<file path="config.mk">
export PLATFORM = sky130hd
export DESIGN_NAME = cpu_cmd_sequencer
export DESIGN_NICKNAME = d
export VERILOG_FILES = /design/src/rtl/cpu_cmd_sequencer.sv
export SDC_FILE = /design/constraint.sdc
export NUM_CORES = 1
export LEC_CHECK = 0
export BUFFER_PORTS_ARGS = -buffer_cell sky130_fd_sc_hd__buf_2
export CAP_MARGIN = 20
export CORE_MARGIN = 3
export CORE_UTILIZATION = 40
export DETAILED_ROUTE_END_ITERATION = 10
export HOLD_SLACK_MARGIN = 0.05
export PLACE_DENSITY = 0.79
export SYNTH_ARGS = -nofsm -noshare
export SYNTH_HDL_FRONTEND = slang
export SYNTH_SLANG_ARGS = --single-unit
</file>
<file path="constraint.sdc">
create_clock -name clk -period 2.1 [get_ports clk]
set_clock_uncertainty 0.15 [all_clocks]
set_input_delay 0.21 -clock clk [delete_from_list [all_inputs] [get_ports clk]]
set_output_delay 0.21 -clock clk [all_outputs]
set_load 0.05 [all_outputs]
</file>
<file path="src/rtl/cpu_cmd_sequencer.sv">
// cpu_cmd_sequencer: accepts packed STORE/ADD/SUB/READ commands, drives the
// cpu control/address ports with a control word held for HOLD_CYCLES clocks,
// samples the cpu result and returns it over a valid/ready response channel.
// One command is in flight at a time; all outputs are registered.

module cpu_cmd_sequencer #(
  parameter int HOLD_CYCLES = 2,
  parameter int CNT_W       = 8
) (
  input  logic             clk,
  input  logic             rst,
  input  logic             cmd_valid,
  output logic             cmd_ready,
  input  logic [2:0]       cmd_op,
  input  logic [4:0]       cmd_addr_a,
  input  logic [4:0]       cmd_addr_b,
  input  logic [31:0]      cmd_data,
  output logic [4:0]       addressA,
  output logic [4:0]       addressB,
  output logic [31:0]      dataIn,
  output logic             asel,
  output logic             bsel,
  output logic [1:0]       opsel,
  output logic [1:0]       outsel,
  output logic             oen,
  input  logic [31:0]      cpu_out,
  input  logic             cpu_over,
  output logic             rsp_valid,
  input  logic             rsp_ready,
  output logic [31:0]      rsp_data,
  output logic             rsp_over,
  output logic             rsp_err,
  output logic [CNT_W-1:0] cmd_count,
  output logic [CNT_W-1:0] ovf_count
);

  // Hold counter only needs to reach HOLD_CYCLES-1.
  localparam int HCW = (HOLD_CYCLES > 1) ? $clog2(HOLD_CYCLES) : 1;
  localparam logic [HCW-1:0] HOLD_LAST = HCW'(HOLD_CYCLES - 1);

  localparam logic [2:0] OP_STORE = 3'd0;
  localparam logic [2:0] OP_ADD   = 3'd1;
  localparam logic [2:0] OP_SUB   = 3'd2;
  localparam logic [2:0] OP_READ  = 3'd3;

  // Control word packing: {asel, bsel, opsel[1:0], outsel[1:0], oen}
  localparam logic [6:0] CW_STORE = 7'b0_0_01_00_1;
  localparam logic [6:0] CW_ADD   = 7'b1_1_00_01_1;
  localparam logic [6:0] CW_SUB   = 7'b1_1_01_01_1;
  localparam logic [6:0] CW_READ  = 7'b1_0_01_00_1;
  localparam logic [6:0] CW_IDLE  = 7'b1_0_01_00_0;

  localparam logic [CNT_W-1:0] CNT_MAX = {CNT_W{1'b1}};

  typedef enum logic [1:0] {
    S_IDLE  = 2'd0,
    S_ISSUE = 2'd1,
    S_RESP  = 2'd2
  } state_t;

  // Map a legal opcode onto its cpu control word; anything else is non-writing.
  function automatic logic [6:0] ctrl_word(input logic [2:0] op);
    logic [6:0] w;
    case (op)
      OP_STORE: w = CW_STORE;
      OP_ADD:   w = CW_ADD;
      OP_SUB:   w = CW_SUB;
      OP_READ:  w = CW_READ;
      default:  w = CW_IDLE;
    endcase
    return w;
  endfunction

  // Increment that sticks at all-ones instead of wrapping.
  function automatic logic [CNT_W-1:0] sat_inc(input logic [CNT_W-1:0] v);
    logic [CNT_W-1:0] r;
    if (v == CNT_MAX) begin
      r = v;
    end else begin
      r = v + CNT_W'(1);
    end
    return r;
  endfunction

  state_t           state_q,     state_d;
  logic [2:0]       op_q,        op_d;
  logic [HCW-1:0]   hold_cnt_q,  hold_cnt_d;
  logic             cmd_ready_q, cmd_ready_d;
  logic [6:0]       ctrl_q,      ctrl_d;
  logic [4:0]       addr_a_q,    addr_a_d;
  logic [4:0]       addr_b_q,    addr_b_d;
  logic [31:0]      data_in_q,   data_in_d;
  logic             rsp_valid_q, rsp_valid_d;
  logic [31:0]      rsp_data_q,  rsp_data_d;
  logic             rsp_over_q,  rsp_over_d;
  logic             rsp_err_q,   rsp_err_d;
  logic [CNT_W-1:0] cmd_cnt_q,   cmd_cnt_d;
  logic [CNT_W-1:0] ovf_cnt_q,   ovf_cnt_d;

  // Next-state and next-output logic for the IDLE/ISSUE/RESP sequencer.
  always_comb begin
    state_d     = state_q;
    op_d        = op_q;
    hold_cnt_d  = hold_cnt_q;
    cmd_ready_d = cmd_ready_q;
    ctrl_d      = ctrl_q;
    addr_a_d    = addr_a_q;
    addr_b_d    = addr_b_q;
    data_in_d   = data_in_q;
    rsp_valid_d = rsp_valid_q;
    rsp_data_d  = rsp_data_q;
    rsp_over_d  = rsp_over_q;
    rsp_err_d   = rsp_err_q;
    cmd_cnt_d   = cmd_cnt_q;
    ovf_cnt_d   = ovf_cnt_q;

    case (state_q)
      S_IDLE: begin
        if (cmd_valid && cmd_ready_q) begin
          cmd_ready_d = 1'b0;
          if (cmd_op <= OP_READ) begin
            // Legal: the port registers double as the latched command fields.
            state_d    = S_ISSUE;
            op_d       = cmd_op;
            hold_cnt_d = '0;
            ctrl_d     = ctrl_word(cmd_op);
            addr_a_d   = cmd_addr_a;
            addr_b_d   = cmd_addr_b;
            if (cmd_op == OP_STORE) begin
              data_in_d = cmd_data;
            end else begin
              data_in_d = 32'd0;
            end
          end else begin
            // Illegal: answer immediately, cpu ports stay at the idle word.
            state_d     = S_RESP;
            rsp_valid_d = 1'b1;
            rsp_err_d   = 1'b1;
            rsp_data_d  = 32'd0;
            rsp_over_d  = 1'b0;
          end
        end else begin
          cmd_ready_d = 1'b1;
        end
      end

      S_ISSUE: begin
        if (hold_cnt_q == HOLD_LAST) begin
          // Last held cycle: sample the cpu and drop back to the idle word.
          state_d     = S_RESP;
          ctrl_d      = CW_IDLE;
          addr_a_d    = 5'd0;
          addr_b_d    = 5'd0;
          data_in_d   = 32'd0;
          rsp_valid_d = 1'b1;
          rsp_data_d  = cpu_out;
          rsp_err_d   = 1'b0;
          if ((op_q == OP_ADD) || (op_q == OP_SUB)) begin
            rsp_over_d = cpu_over;
          end else begin
            rsp_over_d = 1'b0;
          end
        end else begin
          hold_cnt_d = hold_cnt_q + HCW'(1);
        end
      end

      S_RESP: begin
        if (rsp_ready) begin
          state_d     = S_IDLE;
          rsp_valid_d = 1'b0;
          cmd_ready_d = 1'b1;
          if (!rsp_err_q) begin
            cmd_cnt_d = sat_inc(cmd_cnt_q);
          end else begin
            cmd_cnt_d = cmd_cnt_q;
          end
          if (rsp_over_q) begin
            ovf_cnt_d = sat_inc(ovf_cnt_q);
          end else begin
            ovf_cnt_d = ovf_cnt_q;
          end
        end else begin
          state_d = S_RESP;
        end
      end

      default: begin
        state_d     = S_IDLE;
        cmd_ready_d = 1'b0;
        ctrl_d      = CW_IDLE;
        addr_a_d    = 5'd0;
        addr_b_d    = 5'd0;
        data_in_d   = 32'd0;
        rsp_valid_d = 1'b0;
      end
    endcase
  end

  // State and output registers; synchronous reset aborts any in-flight command.
  always_ff @(posedge clk) begin
    if (rst) begin
      state_q     <= S_IDLE;
      op_q        <= OP_STORE;
      hold_cnt_q  <= '0;
      cmd_ready_q <= 1'b0;
      ctrl_q      <= CW_IDLE;
      addr_a_q    <= 5'd0;
      addr_b_q    <= 5'd0;
      data_in_q   <= 32'd0;
      rsp_valid_q <= 1'b0;
      rsp_data_q  <= 32'd0;
      rsp_over_q  <= 1'b0;
      rsp_err_q   <= 1'b0;
      cmd_cnt_q   <= '0;
      ovf_cnt_q   <= '0;
    end else begin
      state_q     <= state_d;
      op_q        <= op_d;
      hold_cnt_q  <= hold_cnt_d;
      cmd_ready_q <= cmd_ready_d;
      ctrl_q      <= ctrl_d;
      addr_a_q    <= addr_a_d;
      addr_b_q    <= addr_b_d;
      data_in_q   <= data_in_d;
      rsp_valid_q <= rsp_valid_d;
      rsp_data_q  <= rsp_data_d;
      rsp_over_q  <= rsp_over_d;
      rsp_err_q   <= rsp_err_d;
      cmd_cnt_q   <= cmd_cnt_d;
      ovf_cnt_q   <= ovf_cnt_d;
    end
  end

  assign cmd_ready = cmd_ready_q;
  assign addressA  = addr_a_q;
  assign addressB  = addr_b_q;
  assign dataIn    = data_in_q;
  assign asel      = ctrl_q[6];
  assign bsel      = ctrl_q[5];
  assign opsel     = ctrl_q[4:3];
  assign outsel    = ctrl_q[2:1];
  assign oen       = ctrl_q[0];
  assign rsp_valid = rsp_valid_q;
  assign rsp_data  = rsp_data_q;
  assign rsp_over  = rsp_over_q;
  assign rsp_err   = rsp_err_q;
  assign cmd_count = cmd_cnt_q;
  assign ovf_count = ovf_cnt_q;

endmodule

</file>
==> impl_metrics.ini, run 1 <==
[pwr]
p_leak_nw = 2.876
ir_drop_mv = 0.4580
power_density_nw_per_um2 = 632.1
power.total_mw = 3.877

[synth]
yosysWarnings = 0
synthCells = 405
yosysSeqAreaShare_pct = 49.25
synth_area_leader_cell = dfxtp_1
synth_top_area_share_pct = 49.25
post_synth.cell_area_avg_um2 = 10.44
ys.flop_type = dfxtp_1
synth-async-reset-ratio_pct = 0
synth_edf_count = 0
netlist_area_um2 = 4228
synth.ff_latch_count = 104
yosysUniqueCellTypes = 49
yosys-top-cells-area = dfxtp_1, a32o_1, mux2i_1

[final_layout]
drive_gt1_share_pct = 33.49
antenna_cells = 0
final_util_pct = 61.06
final_nets = 727
syn_to_final_growth_pct = 45.07
design_area_um2 = 6133
mostFrequentLayoutCells = buf_2, dfxtp_1, dlygate4sd3_1
final_common_cell = buf_2
stdcell_count = 781

[hold_path]
min_delay_path_depth = 2
min_path_type = in -> reg
hold_start = cmd_op[2]
hold_path_end = op_q[2]

[routing]
drt_iter0_drc = 309
wl_met2_um = 6085
routed.top_layer = met5
routed_wl_um = 12250
dr_total_vias = 4130
drt-vias-per-instance = 5.288
drc = 0
ant_nets = 0
drt-met1-wl_um = 4963
post_drt_wl_per_cell_um = 15.68
wl_met3_um = 864
first_pass_iters = 5

[sta]
maxSlewHeadroom_pct = 54.81
slew_violations = 0
worst_hold_slack_ps = 99.82
fin_crit_ps = 1912
tightest_slew_ps = 674.2
fin_crit_sh_pct = 91.02
setup_ws_ps = 188.5
fin_tns_setup_ps = 0
hold_viol = 0
setup_viol = 0
rsz0062_at_grt = no
fmax_mhz = 523.1

[critical_path]
crit_chain = nor3b_1 -> a21o_2 -> buf_12 -> mux2i_1
end_kind = flip-flop
reg2reg_depth = 4
reg2reg_to = dataIn[2]
rrSetupSlack_ps = 190
arrival_ps = 2050
critPathLaunchType = flip-flop
slowest_stage = dfxtp_1
slowest_delay_ps = 600
r2r-start = state_q[0]
cp_max_fo = 45
worstPathRequired_ps = 2240
path_class = reg -> reg

[place]
gp_congestion = 0.8295
dp_cells = 689
place_ws_ps = 225.2
dpl.hpwl_um = 7708
port_buffers = 180
dpl_cell_area_um2 = 5160

[clocking]
root_buffer = clkbuf_8
cts_buffers = 9
post_cts_resize_count = 0
clock_sink_count = 104
worstSkewPairLatency_ps = 350
htree_levels = 3
cts_tree = yes
clkTransAtPathRegs_ps = 110
cts.path.max_buffers = 2

[floorplan]
core-area_um2 = 10040
die_x_um = 108.8
start_util_pct = 42.09
pin_count = 183
dieHeight_um = 108.8
num_rows = 36
die_area_um2 = 11840

[grt]
first_global_vias = 4029
track_usage_pct = 19.95
grt_pass1_wl_um = 19050
antenna_found_initial = 1
overflow = 0
grt_max_degree = 46

[job]
maxCapViolations = 0

[run_status]
status = completed
[cells by family (layout without fill, tap and decap cells)]
family | count (synthesis) | in the layout | share of synthesized area [%]
DFF | 104 | 104 | 49.25
and+or+nand+nor | 125 | 125 | 16.51
adders and majority gates | 2 | 2 | 0.5918
xor gates and xnor gates | 2 | 2 | 0.4144
other | 1 | 2 | 0.08870
AOI/OAI and AO/OA | 86 | 86 | 17.34
buffers and inverters | 44 | 286 | 6.008
muxes | 41 | 41 | 9.796
[worst max-delay path, delay by kind of cell, from the launching register on]
kind | cells | cell delay, ps
muxes | 1 | 240
DFF | 1 | 600
AOI/OAI and AO/OA | 1 | 170
and+or+nand+nor | 1 | 390
buffers and inverters | 1 | 270
[area by class of cell]
class / instances / area [um^2]
clock inverter: 6 / 75.07
sequential: 104 / 2082
timing repair buffer: 265 / 1754
multi-input combinational: 258 / 1899
tap: 133 / 166.4
clock buffer: 10 / 137.6
inverter: 5 / 18.77
fill: 792 / 3911
[routing by layer]
layer	vias up	global-route usage (%)
li1	1996	-
met1	1925	23.36
met2	177	34.77
met3	30	5.210
met4	2	7.845
met5	-	0
[Yosys cell counts (3+ instances only)]
library cell  number
nor2b_1            5
a311oi_1           7
and3_1             6
inv_1              5
a31oi_1            3
nor2_1             8
a41oi_1            4
buf_6              7
a32o_1            41
a21oi_1           13
buf_1              3
clkbuf_1          12
buf_2             11
and2_1             3
mux2i_1           38
buf_4              6
nand3_1           36
nand2_1           42
dfxtp_1          104
nand2b_1           3
and4_1             3
a211oi_1           6
o21ai_0            3
[power by group]
part	internal, mW	switching, mW
sequential	2.00	0.0282
clock	0.601	0.708
combinational	0.244	0.296
total	2.84	1.03
[repair_timing]
item	in CTS	in global routing
hold endpoints to repair	78	0
hold buffers	76	0
buffers inserted	0	0
[sequential cells by signal (all words and copies together) (netlist names)]
register / cells
op_q: 3
dataIn: 32
addressA: 5
cmd_ready: 1
addressB: 5
rsp_err: 1
hold_cnt_q: 1
rsp_over: 1
rsp_valid: 1
cmd_count: 8
ctrl_q: 4
ovf_count: 8
state_q: 2
rsp_data: 32
[how the worst max path moves through the flow]
stage	start	endpoint	slack [ps]
after global placement	state_q[0]	dataIn[0]	310
after detailed placement	state_q[0]	dataIn[2]	230
after global routing	state_q[1]	cmd_count[0]	60
final	state_q[0]	dataIn[2]	190
after CTS	state_q[0]	dataIn[2]	200
after floorplan	cmd_count[0]	cmd_count[4]	150
Power figures use the tool's default switching activity.
==> inputs of run 2 (changes only) <==
--- a/config.mk
+++ b/config.mk
@@ -11,6 +11,7 @@
 export CORE_UTILIZATION = 40
 export DETAILED_ROUTE_END_ITERATION = 10
 export HOLD_SLACK_MARGIN = 0.05
+export MAX_ROUTING_LAYER = met4
 export PLACE_DENSITY = 0.79
 export SYNTH_ARGS = -nofsm -noshare
 export SYNTH_HDL_FRONTEND = slang
==> impl_metrics.ini, run 2 (same netlist as run 1, synthesis figures left out) <==
[clocking]
cts_buffers = 9
postCtsSetupRepairBufs = 0
post_cts_resize_count = 0
root_buffer = clkbuf_8
worstSkewPairLatency_ps = 350
cts_tree = yes
clkTransAtPathRegs_ps = 100
clock_sink_count = 104
htree_levels = 3
cts.path.max_buffers = 2
postCtsHoldBufs = 76

[place]
place_ws_ps = 225.2
dpl.hpwl_um = 7708
gp_congestion = 0.8422
port_buffers = 180

[routing]
drc = 0
ant_nets = 0
drt-vias-per-instance = 5.275
post_drt_wl_per_cell_um = 15.66
drt_iter0_drc = 285
dr_total_vias = 4125
routed_wl_um = 12250
first_pass_iters = 4

[critical_path]
cp_max_fo = 45
end_kind = flip-flop
slowest_stage = dfxtp_1
critical_path.startpoint = state_q[0]
path_buf_inv = 1
cp_num_cells = 4
reg2reg_to = dataIn[12]
cp_top_family = flip-flops
worstPathRequired_ps = 2230
slowest_delay_ps = 600
arrival_ps = 2050
r2r-start = state_q[0]
reg2reg_depth = 4
rrSetupSlack_ps = 170
path_class = reg -> reg
critPathLaunchType = flip-flop
cp-endpoint = dataIn[12]
crit_chain = nor3b_1 -> a21o_2 -> buf_12 -> mux2i_1

[floorplan]
die_x_um = 108.8
core-area_um2 = 10040
start_util_pct = 42.09
num_rows = 36
die_area_um2 = 11840
pin_count = 183
dieHeight_um = 108.8

[sta]
fin_crit_sh_pct = 91.68
worst_hold_slack_ps = 97.21
maxSlewHeadroom_pct = 55.46
rsz0062_at_grt = no
tightest_slew_ps = 664.4
fin_tns_setup_ps = 0
setup_ws_ps = 174.8
hold_viol = 0
fin_crit_ps = 1925
fmax_mhz = 519.4
setup_viol = 0
slew_violations = 0

[final_layout]
drive_gt1_share_pct = 33.49
fillers = 791
mostFrequentLayoutCells = buf_2, dfxtp_1, dlygate4sd3_1
multi_input_area_um2 = 1899
final_nets = 727
final_common_cell = buf_2
syn_to_final_growth_pct = 45.13
area.sequential_um2 = 2082

[grt]
grt_max_degree = 46
first_global_vias = 4034
track_usage_pct = 20.58
grt_pass1_wl_um = 19020
overflow = 0
antenna_found_initial = 1

[run_status]
status = completed

[pwr]
power.total_mw = 3.883
ir_drop_mv = 0.4577
power_density_nw_per_um2 = 632.9
p_leak_nw = 2.876

[job]
maxCapViolations = 0

[hold_path]
min_path_type = in -> reg
[run 2: cell type report]
| class | instances | area share [%] |
|---|---|---|
| flip-flops and latches | 104 | 33.93 |
| multi-input cells | 258 | 30.95 |
| repair buffers | 265 | 28.59 |
| well taps | 133 | 2.712 |
| clock buffers | 10 | 2.243 |
| clock inverters | 6 | 1.223 |
| inverters | 5 | 0.3059 |
| diodes | 1 | 0.04078 |
[run 2: through the flow]
step | util (%) | std cells | instance area, um^2
final | 61.09 | 782 | 6136
after global routing | 61.09 | 782 | 6136
after CTS | 61.06 | 781 | 6133
after detailed placement | 51.37 | 689 | 5160
after global placement | 51.37 | 689 | 5160
after floorplan | - | 406 | 4232
[run 2: how the worst min path moves through the flow]
stage | startpoint | end | slack (ps) | cells past startpoint
floorplan | cmd_valid | op_q[1] | 180 | 1
global placement | cpu_out[3] | rsp_data[3] | 270 | 2
detailed placement | cpu_out[20] | rsp_data[20] | 280 | 2
CTS | cmd_op[2] | op_q[2] | 80 | 2
global route | cmd_op[2] | op_q[2] | 80 | 2
finish | cmd_op[2] | op_q[2] | 100 | 2
[run 2: routing by layer]
metal  up-vias  global-route usage, %  share of wire (%)
met5         -                      -                  0
met4         0                  7.845                2.6
met3        28                  4.440                5.8
met2       168                  34.82                 49
met1      1936                  23.95                 42
li1       1993                      -                  -
[run 2: power by group]
part | internal, mW | switching (mW)
Combinational | 0.244 | 0.297
Clock | 0.602 | 0.713
Sequential | 2.00 | 0.0283
==> inputs of run 3 (changes only) <==
--- a/config.mk
+++ b/config.mk
@@ -12,7 +12,7 @@
 export DETAILED_ROUTE_END_ITERATION = 10
 export HOLD_SLACK_MARGIN = 0.05
 export MAX_ROUTING_LAYER = met4
-export PLACE_DENSITY = 0.79
+export PLACE_DENSITY_LB_ADDON = 0.05
 export SYNTH_ARGS = -nofsm -noshare
 export SYNTH_HDL_FRONTEND = slang
 export SYNTH_SLANG_ARGS = --single-unit
==> impl_metrics.ini, run 3 (same netlist as run 1, synthesis figures left out) <==
[critical_path]
end_kind = flip-flop
cp_max_fo = 15
worstPathRequired_ps = 2210
path_class = reg -> reg
rrSetupSlack_ps = 230
critPathLaunchType = flip-flop
reg2reg_depth = 3
arrival_ps = 1980
cp-endpoint = cmd_count[0]
r2r-start = state_q[1]
critical_path.startpoint = state_q[1]
reg2reg_to = cmd_count[0]

[routing]
post_drt_wl_per_cell_um = 14.82
drc = 0
drt-vias-per-instance = 5.124
drt_iter0_drc = 243
dr_total_vias = 4022
first_pass_iters = 4
routed_wl_um = 11630
ant_nets = 0

[sta]
tightest_slew_ps = 702.3
maxSlewHeadroom_pct = 52.92
fin_tns_setup_ps = 0
setup_viol = 0
hold_viol = 0
rsz0062_at_grt = no
slew_violations = 0
fin_crit_sh_pct = 89.25
fin_crit_ps = 1874
fmax_mhz = 533.6
worst_hold_slack_ps = 72.41

[clocking]
cts.path.max_buffers = 2
clkTransAtPathRegs_ps = 100
cts_tree = yes
postCtsSetupRepairBufs = 0
clock_sink_count = 104
worstSkewPairLatency_ps = 360
cts_buffers = 9
root_buffer = clkbuf_8
htree_levels = 3

[pwr]
p_leak_nw = 2.890
power.total_mw = 3.759
ir_drop_mv = 0.2892
power_density_nw_per_um2 = 610.8

[floorplan]
num_rows = 36
start_util_pct = 42.09
core-area_um2 = 10040
dieHeight_um = 108.8
die_x_um = 108.8
pin_count = 183
die_area_um2 = 11840

[final_layout]
drive_gt1_share_pct = 34.05
antenna_cells = 0
final_common_cell = buf_2
final_util_pct = 61.27
design_area_um2 = 6155
syn_to_final_growth_pct = 45.58
final_nets = 731
mostFrequentLayoutCells = buf_2, dfxtp_1, dlygate4sd3_1

[job]
maxCapViolations = 0

[hold_path]
min_delay_path_depth = 2
hold_start = cmd_op[2]
min_path_type = in -> reg

[grt]
antenna_found_initial = 0
first_global_vias = 3731
grt_pass1_wl_um = 18150
track_usage_pct = 19.60
overflow = 0
grt_max_degree = 37

[place]
dpl_cell_area_um2 = 5202
gp_congestion = 0.8213
dpl.hpwl_um = 7960
port_buffers = 180

[run_status]
status = completed
[run 3: power breakdown]
group	leakage, nW	total, mW	internal (mW)	switching (mW)
clock	0.0910	1.18	0.480	0.704
combinational	1.96	0.548	0.253	0.295
sequential	0.840	2.03	2.00	0.0278
total	2.89	3.76	2.73	1.03
[run 3: routing by layer]
metal	up-vias	part of all wire [%]	global-route usage, %
met1	1866	45	24.22
met5	-	0	-
met4	0	1.9	6.853
li1	2000	-	-
met2	139	47	32.30
met3	17	6.1	3.493
[run 3: timing repair]
action,in CTS,in global routing
setup endpoints to repair,0,3
gates resized for setup,0,1
hold buffers,76,0
hold endpoints to repair,76,0
[run 3: through the flow]
| stage | worst slack (ps) | cells |
|---|---|---|
| global route | 97.20 | 785 |
| global placement | 263.6 | 693 |
| finish | 225.8 | 785 |
| detailed placement | 160.6 | 693 |
| floorplan | 147.2 | 406 |
| CTS | 113.2 | 785 |
[run 3: final cells by class]
class	instances	area (um^2)
Clock buffer	10	137.6
Timing Repair Buffer	269	1797
Inverter	5	18.77
Tap cell	133	166.4
Sequential cell	104	2083
Clock inverter	6	52.55
Fill cell	817	3890
Multi-Input combinational cell	258	1899
[run 3: how the worst min path moves through the flow]
stage,to,slack (ps)
6_report,op_q[2],70
5_1_grt,op_q[2],80
4_1_cts,rsp_valid,60
3_5_place_dp,addressA[3],280
3_3_place_gp,rsp_data[0],270
2_1_floorplan,op_q[1],180
[run 3: critical path: stages, from the launching register on]
cell	delay [ps]
dfxtp_1	650
nand4bb_1	270
a41oi_1	350
mux2_1	350
